### src/rtl/mem_arbiter.sv
// Single owner of the 4-cycle pipelined main memory. Arbitrates icache fill,
// dcache fill and write-through, and sequences each 8-word fill burst.
module mem_arbiter #(
    parameter int ADDR_W = 16,
    parameter int DATA_W = 16,
    parameter int WORDS  = 8
) (
    input  logic                     clk,
    input  logic                     rst_n,
    input  logic                     i_req,
    input  logic [ADDR_W-1:0]        i_addr,
    input  logic                     d_req,
    input  logic [ADDR_W-1:0]        d_addr,
    input  logic                     w_req,
    input  logic [ADDR_W-1:0]        w_addr,
    input  logic [DATA_W-1:0]        w_data,
    output logic                     i_gnt,
    output logic                     d_gnt,
    output logic                     w_ack,
    output logic                     i_done,
    output logic                     d_done,
    output logic                     fill_valid,
    output logic [$clog2(WORDS)-1:0] fill_word,
    output logic [DATA_W-1:0]        fill_data,
    output logic                     busy,
    output logic [ADDR_W-1:0]        mem_addr,
    output logic [DATA_W-1:0]        mem_data_in,
    output logic                     mem_enable,
    output logic                     mem_wr,
    input  logic [DATA_W-1:0]        mem_data_out,
    input  logic                     mem_data_valid
);

    localparam int OFF_W    = $clog2(WORDS);
    localparam int BASE_LSB = OFF_W + 1;
    localparam int BASE_W   = ADDR_W - BASE_LSB;

    localparam logic [1:0] ST_IDLE  = 2'd0;
    localparam logic [1:0] ST_WRITE = 2'd1;
    localparam logic [1:0] ST_FILL  = 2'd2;

    localparam logic [OFF_W:0]   ISSUE_ZERO = {(OFF_W + 1){1'b0}};
    localparam logic [OFF_W:0]   ISSUE_INC  = {{OFF_W{1'b0}}, 1'b1};
    localparam logic [OFF_W-1:0] RET_ZERO   = {OFF_W{1'b0}};
    localparam logic [OFF_W-1:0] RET_INC    = {{(OFF_W - 1){1'b0}}, 1'b1};
    localparam logic [OFF_W-1:0] RET_LAST   = {OFF_W{1'b1}};

    logic [1:0]        state_r;
    logic [1:0]        state_nxt_s;
    logic              owner_r;
    logic              owner_nxt_s;
    logic [BASE_W-1:0] base_r;
    logic [BASE_W-1:0] base_nxt_s;
    logic [OFF_W:0]    issue_cnt_r;
    logic [OFF_W:0]    issue_cnt_nxt_s;
    logic [OFF_W-1:0]  ret_cnt_r;
    logic [OFF_W-1:0]  ret_cnt_nxt_s;
    logic              last_gnt_r;
    logic              last_gnt_nxt_s;

    logic              pick_d_s;
    logic              issue_done_s;
    logic              fill_last_s;
    logic              unused_s;

    // The byte/word offset bits of a miss address never reach the memory.
    assign unused_s = ^{i_addr[OFF_W:0], d_addr[OFF_W:0]};

    // On a fill tie the requester that was not served last wins.
    assign pick_d_s     = d_req & (~i_req | ~last_gnt_r);
    assign issue_done_s = issue_cnt_r[OFF_W];
    assign fill_last_s  = mem_data_valid & (ret_cnt_r == RET_LAST);

    // Next-state, arbitration and burst counters
    always_comb begin
        state_nxt_s     = state_r;
        owner_nxt_s     = owner_r;
        base_nxt_s      = base_r;
        issue_cnt_nxt_s = issue_cnt_r;
        ret_cnt_nxt_s   = ret_cnt_r;
        last_gnt_nxt_s  = last_gnt_r;
        case (state_r)
            ST_IDLE: begin
                if (w_req) begin
                    state_nxt_s = ST_WRITE;
                end else if (i_req || d_req) begin
                    state_nxt_s     = ST_FILL;
                    owner_nxt_s     = pick_d_s;
                    base_nxt_s      = pick_d_s ? d_addr[ADDR_W-1:BASE_LSB]
                                               : i_addr[ADDR_W-1:BASE_LSB];
                    issue_cnt_nxt_s = ISSUE_ZERO;
                    ret_cnt_nxt_s   = RET_ZERO;
                    last_gnt_nxt_s  = pick_d_s;
                end else begin
                    state_nxt_s = ST_IDLE;
                end
            end
            ST_WRITE: begin
                state_nxt_s = ST_IDLE;
            end
            ST_FILL: begin
                if (!issue_done_s) begin
                    issue_cnt_nxt_s = issue_cnt_r + ISSUE_INC;
                end else begin
                    issue_cnt_nxt_s = issue_cnt_r;
                end
                if (mem_data_valid) begin
                    ret_cnt_nxt_s = ret_cnt_r + RET_INC;
                end else begin
                    ret_cnt_nxt_s = ret_cnt_r;
                end
                if (fill_last_s) begin
                    state_nxt_s = ST_IDLE;
                end else begin
                    state_nxt_s = ST_FILL;
                end
            end
            default: begin
                state_nxt_s = ST_IDLE;
            end
        endcase
    end

    // State and burst registers
    always_ff @(posedge clk or negedge rst_n) begin
        if (!rst_n) begin
            state_r     <= ST_IDLE;
            owner_r     <= 1'b0;
            base_r      <= {BASE_W{1'b0}};
            issue_cnt_r <= ISSUE_ZERO;
            ret_cnt_r   <= RET_ZERO;
            last_gnt_r  <= 1'b0;
        end else begin
            state_r     <= state_nxt_s;
            owner_r     <= owner_nxt_s;
            base_r      <= base_nxt_s;
            issue_cnt_r <= issue_cnt_nxt_s;
            ret_cnt_r   <= ret_cnt_nxt_s;
            last_gnt_r  <= last_gnt_nxt_s;
        end
    end

    // Output decode; returns outside FILL (including stray ones after reset) are dropped.
    always_comb begin
        i_gnt       = 1'b0;
        d_gnt       = 1'b0;
        w_ack       = 1'b0;
        i_done      = 1'b0;
        d_done      = 1'b0;
        fill_valid  = 1'b0;
        fill_word   = RET_ZERO;
        fill_data   = {DATA_W{1'b0}};
        busy        = 1'b0;
        mem_addr    = {ADDR_W{1'b0}};
        mem_data_in = {DATA_W{1'b0}};
        mem_enable  = 1'b0;
        mem_wr      = 1'b0;
        case (state_r)
            ST_IDLE: begin
                busy = 1'b0;
            end
            ST_WRITE: begin
                busy        = 1'b1;
                mem_enable  = 1'b1;
                mem_wr      = 1'b1;
                mem_addr    = w_addr;
                mem_data_in = w_data;
                w_ack       = 1'b1;
            end
            ST_FILL: begin
                busy      = 1'b1;
                i_gnt     = ~owner_r;
                d_gnt     = owner_r;
                fill_word = ret_cnt_r;
                if (!issue_done_s) begin
                    mem_enable = 1'b1;
                    mem_addr   = {base_r, issue_cnt_r[OFF_W-1:0], 1'b0};
                end else begin
                    mem_enable = 1'b0;
                end
                if (mem_data_valid) begin
                    fill_valid = 1'b1;
                    fill_data  = mem_data_out;
                end else begin
                    fill_valid = 1'b0;
                end
                if (fill_last_s) begin
                    i_done = ~owner_r;
                    d_done = owner_r;
                end else begin
                    i_done = 1'b0;
                end
            end
            default: begin
                busy = 1'b0;
            end
        endcase
    end

endmodule

### config.mk
export PLATFORM = sky130hd
export DESIGN_NAME = mem_arbiter
export DESIGN_NICKNAME = d
export VERILOG_FILES = /design/src/rtl/mem_arbiter.sv
export SDC_FILE = /design/constraint.sdc
export NUM_CORES = 1
export LEC_CHECK = 0
export BUFFER_PORTS_ARGS = -buffer_cell sky130_fd_sc_hd__buf_4
export CELL_PAD_IN_SITES_DETAIL_PLACEMENT = 1
export CELL_PAD_IN_SITES_GLOBAL_PLACEMENT = 2
export CORE_ASPECT_RATIO = 0.6
export CORE_UTILIZATION = 18
export DETAILED_ROUTE_END_ITERATION = 16
export PLACE_DENSITY = 0.77
export RECOVER_POWER = 25
export SLEW_MARGIN = 20
export SYNTH_ARGS = -nofsm -noshare
export SYNTH_HDL_FRONTEND = slang
export SYNTH_SLANG_ARGS = --single-unit
### constraint.sdc
create_clock -name clk -period 2.3 [get_ports clk]
set_input_delay 0.46 -clock clk [delete_from_list [all_inputs] [get_ports clk]]
set_output_delay 0.46 -clock clk [all_outputs]
set_load 0.02 [all_outputs]
**Word level (Yosys, flattened, before mapping)**

Cells that the tools add are included.

- Register bits after elaboration: 22
- Bits of input ports: 86

- Add/sub/neg operators: 2
- Eq/ne operators: 7
- Multiplexer cells: 31
- Bitwise operators: 6
- Reductions and logical operators: 8

Operator list:

| cell | count |
|---|---|
| $mux W16 | 4 |
| $pmux W16 S2 | 1 |
| $mux W12 | 1 |
| $mux W3 | 4 |
| $mux W4 | 3 |
| $mux W1 | 11 |
| $ne A2 B2 Y1 const B | 4 |
| $pmux W4 S2 | 1 |
| $reduce_and A4 Y1 | 2 |
| $mux W2 | 3 |
| $pmux W3 S2 | 1 |
| $reduce_and A3 Y1 | 2 |
| $add A4 B1 Y4 const B | 1 |
| $pmux W2 S2 | 1 |
| $add A3 B1 Y3 const B | 1 |
| $eq A3 B3 Y1 const B | 1 |
| $not A1 Y1 | 3 |
| $and A1 B1 Y1 | 2 |
| $eq A2 B1 Y1 const B | 1 |
| $eq A2 B2 Y1 const B | 1 |
| $logic_not A2 Y1 | 1 |
| $pmux W1 S2 | 1 |
| $reduce_bool A2 Y1 | 1 |
| $reduce_or A2 Y1 | 1 |
| 2 further kinds | 2 |

**Longest topological paths before layout**

- Word-level depth: 4
- Mapped depth: 8
- Gate-level depth less buffers: 6

**Worst setup path before layout**

OpenSTA, ideal clock, no wires.

- Path type: reg-to-output
- From: register state_r[0]
- To: output port i_done
- Data arrival time: 1.639 ns
- Data required time: 1.840 ns
- Setup slack: 0.201 ns
- Stages on the path, launching flop included: 6
- Cells stage by stage: dfrtp_1 -> inv_1 -> ha_1 -> clkbuf_1 -> nor2b_1 -> nor2b_1

- Cells in the longest elaborated chain, start to end: 2

Ends and longest elaborated chain:

| what | RTL line | text |
|---|---|---|
| start: declaration | 48 | `logic [1:0] state_r;` |
| start signal: assignment | 134 | `state_r <= state_nxt_s;` |
| $eq A2 B2 Y1 | 158 | `case (state_r)` |
| $mux W1 | 158 |  |
| end: declaration | 20 | `output logic i_done,` |

No other way between the ends.

**Worst setup path after layout**

- From: register state_r[0]
- To: output port mem_addr[15]

- Cells in the longest elaborated chain, start to end: 2

Ends and longest elaborated chain:

| what | RTL line | text |
|---|---|---|
| $eq A2 B2 Y1 or $eq A2 B1 Y1 (tied branches) | 158 |  |
| $pmux W16 S2 (*) | 158 |  |
| end: declaration | 26 | `output logic [ADDR_W-1:0] mem_addr,` |

Every way passes the cells marked *; elsewhere a longest branch is shown, timed or not.

==> summary.md <==
| Metric | Value |
|---|---|
| Final slew viol count | 0 |
| PwrDens | 1077 nW/um^2 |
| Num ports | 146 |
| #FFs+latches synth | 22 |
| Iteration-0 DRC Markers | 73 |
| Layout area overhead | 77.40% |
| Leak pwr | 1.517 nW |
| Min Tclk post-route | 2.161 ns |
| Clock Sinks | 22 |
| Crit end category | primary output |
| Max Cap Violations | 0 |
| Starting density of the core | 0.1881 |
| Synthesized area | 1628 um^2 |
| Worst setup path category | reg -> out |
| CTS H-tree lvls | 1 |
| DR DRC count | 18 |
| Area contributors post-synth | dfrtp_1 34%, and2_1 8.8%, nor2b_1 7.7% |
| Rows | 26 |
| Clk Latency, worst-skew pair | 0.26 ns |
| Vias per cell | 4.247 |
| Core footprint | 8653 um^2 |
| Routed Antenna Nets | 0 |
| Post-CTS setup buffers | 0 |
| Synth cell types | 26 |
| Post-CTS sizing | 0 |
| Setup TNS | 0 ns |
| Status | complete, but fails checks |
| IO buf count | 137 |
| Number of global-route vias before repair | 1851 |
| Drt wl/cell | 14.10 um |
| Syn Area/Cell | 8.391 um^2 |
| Peak Freq | 0.4628 GHz |
| Setup Skew | 0.007760 ns |
| Nets | 418 |
| RR Startpoint | state_r[0] |
| RSZ-0062 raised after global routing | no |
| Final WL | 6.163 mm |
| Violated checks | design-rule violations |
| Synth top area share | 0.3382 |
| Grt ovf | 0 |
| Final Cycle Share | 0.9394 |
| All-layer global routing usage | 0.1313 |
| Most frequent cells in the layout | 141 x buf_4, 22 x and2_1, 22 x nand2_1, 22 x dfrtp_1, 20 x o21ai_1 |
| Width of the die | 124.8 um |
| CTS Hold Buffers Added | 0 |
| Startpoint types | flip-flop |
| Ant. Diodes | 0 |
| Vias | 1856 |
| Rel. slew slack | 0.1405 |
| RePlAce Congestion | 0.7415 |
| Share of cells above drive strength 1 | 0.4615 |
| Num CTS Buffers | 3 |
| Most Crowded Layer GR | met2 |
| Sequential share of the synthesized area | 0.3382 |
| Clk slew on worst S/H paths | 0.07 ns |
| First-pass GRT wire length | 9.618 mm |
| Ys Warns | 0 |
| Die area | 9440 um^2 |
| Largest net degree at the start of global routing | 33 |
| Critical path arrival | 1.70 ns |
| Synthesized Nets | 286 |
| Met2 GRT Util | 0.2016 |
| Die H | 75.66 um |
| Largest area contributor in the synthesized netlist | dfrtp_1 |
| R2R depth | 7 |
| Most common cell after layout, fill and taps aside | buf_4 |
| Worst reg-to-reg setup slack | 0.45 ns |
| Worst-Margin Slew | 1.289 ns |
| Final core utilization | 0.3337 |
| CTS root buf | clkbuf_16 |
| Clk buf depth | 2 |
| CTS tree | done |
| Worst EP required | 1.84 ns |
| Initial antenna violation count | 0 |
| Crit-path max FO | 10 |
| DRT Pass-1 Iters | 10 |
| Max IR drop VDD | 0.0004296 V |
| Hold WC Path Type | in -> async |
| Met3 Resource Use GR | 0.03511 |
| RR Endpoint | base_r[6] |
| GR Util met1 | 0.1889 |
| Post-DP HPWL | 4.866 mm |
| Final hold violation count | 0 |
| Setup violators final | 0 |
| Post-Synthesis Cells | 194 |
==> cell type report <==
type | count | area, um^2
tap | 112 | 140.1
fill | 1024 | 5766
sequential | 22 | 550.5
clock buffer | 3 | 75.07
clock inverter | 1 | 30.03
inverter | 4 | 15.01
timing repair buffer | 143 | 1082
multi-input combinational | 152 | 994.7
==> worst max path at each step <==
stage,start,to
2_1_floorplan,state_r[0],i_done
3_3_place_gp,state_r[0],mem_addr[10]
3_5_place_dp,state_r[0],mem_addr[7]
4_1_cts,state_r[0],mem_addr[7]
5_1_grt,state_r[0],i_done
6_report,state_r[0],mem_addr[15]
==> critical path, cell delays in order, from the launching register on <==
cell     delay (ns)
dfrtp_1        0.35
inv_1          0.06
ha_1           0.49
buf_4          0.22
nor2b_1        0.16
buf_4          0.16
==> layer usage <==
| metal | vias to the layer above | wire length [um] | share of wire |
|---|---|---|---|
| met5 | - | 0 | 0 |
| met4 | 0 | 16 | 0.0026 |
| met3 | 2 | 366 | 0.059 |
| met2 | 58 | 2654 | 0.43 |
| met1 | 865 | 3126 | 0.51 |
| li1 | 931 | - | - |
==> where the power goes <==
group	switching, mW	internal [mW]
Sequential	0.127	0.563
Combinational	1.06	0.866
Clock	0.147	0.346
Total	1.33	1.77
==> kinds of logic after synthesis <==
group           synth area share
mux                      0.08071
buf+inv                  0.05227
fa+ha+maj                0.04612
compound gates            0.1583
flops                     0.3382
simple gates              0.3244
==> Yosys cell counts <==
cell,count
ha_1,6
o21ai_1,21
buf_4,1
nand3_1,4
and2_1,23
nand4bb_1,1
clkbuf_1,10
inv_1,4
nor2b_1,20
a22oi_1,15
o21a_1,1
nor2_1,1
and2_4,1
nand4_1,1
o31ai_2,1
dfrtp_1,22
nand2b_1,2
nand3b_1,1
buf_2,5
nand2_1,22
mux2i_1,12
or3_1,1
and3_1,16
a21boi_2,1
o31a_1,1
mux2_1,1
==> per-stage QoR <==
step,instance area (um^2),setup slack (ns),hold WS (ns),std cells,total power [mW]
2_1_floorplan,1628,0.2007,0.1644,194,1.865
6_report,2888,0.1393,0.4593,437,3.109
4_1_cts,2892,0.08921,0.1021,437,3.173
3_3_place_gp,2786,0.4131,0.3774,433,2.625
3_5_place_dp,2786,0.3775,0.3821,433,2.667
5_1_grt,2888,0.01589,0.4625,437,3.369
==> state kept, by name, indices dropped and copies added, names as in the netlist <==
name and cells:
base_r 12, issue_cnt_r 4, ret_cnt_r 3, state_r 2, last_gnt_r 1
(Power assumes the default switching activity.)
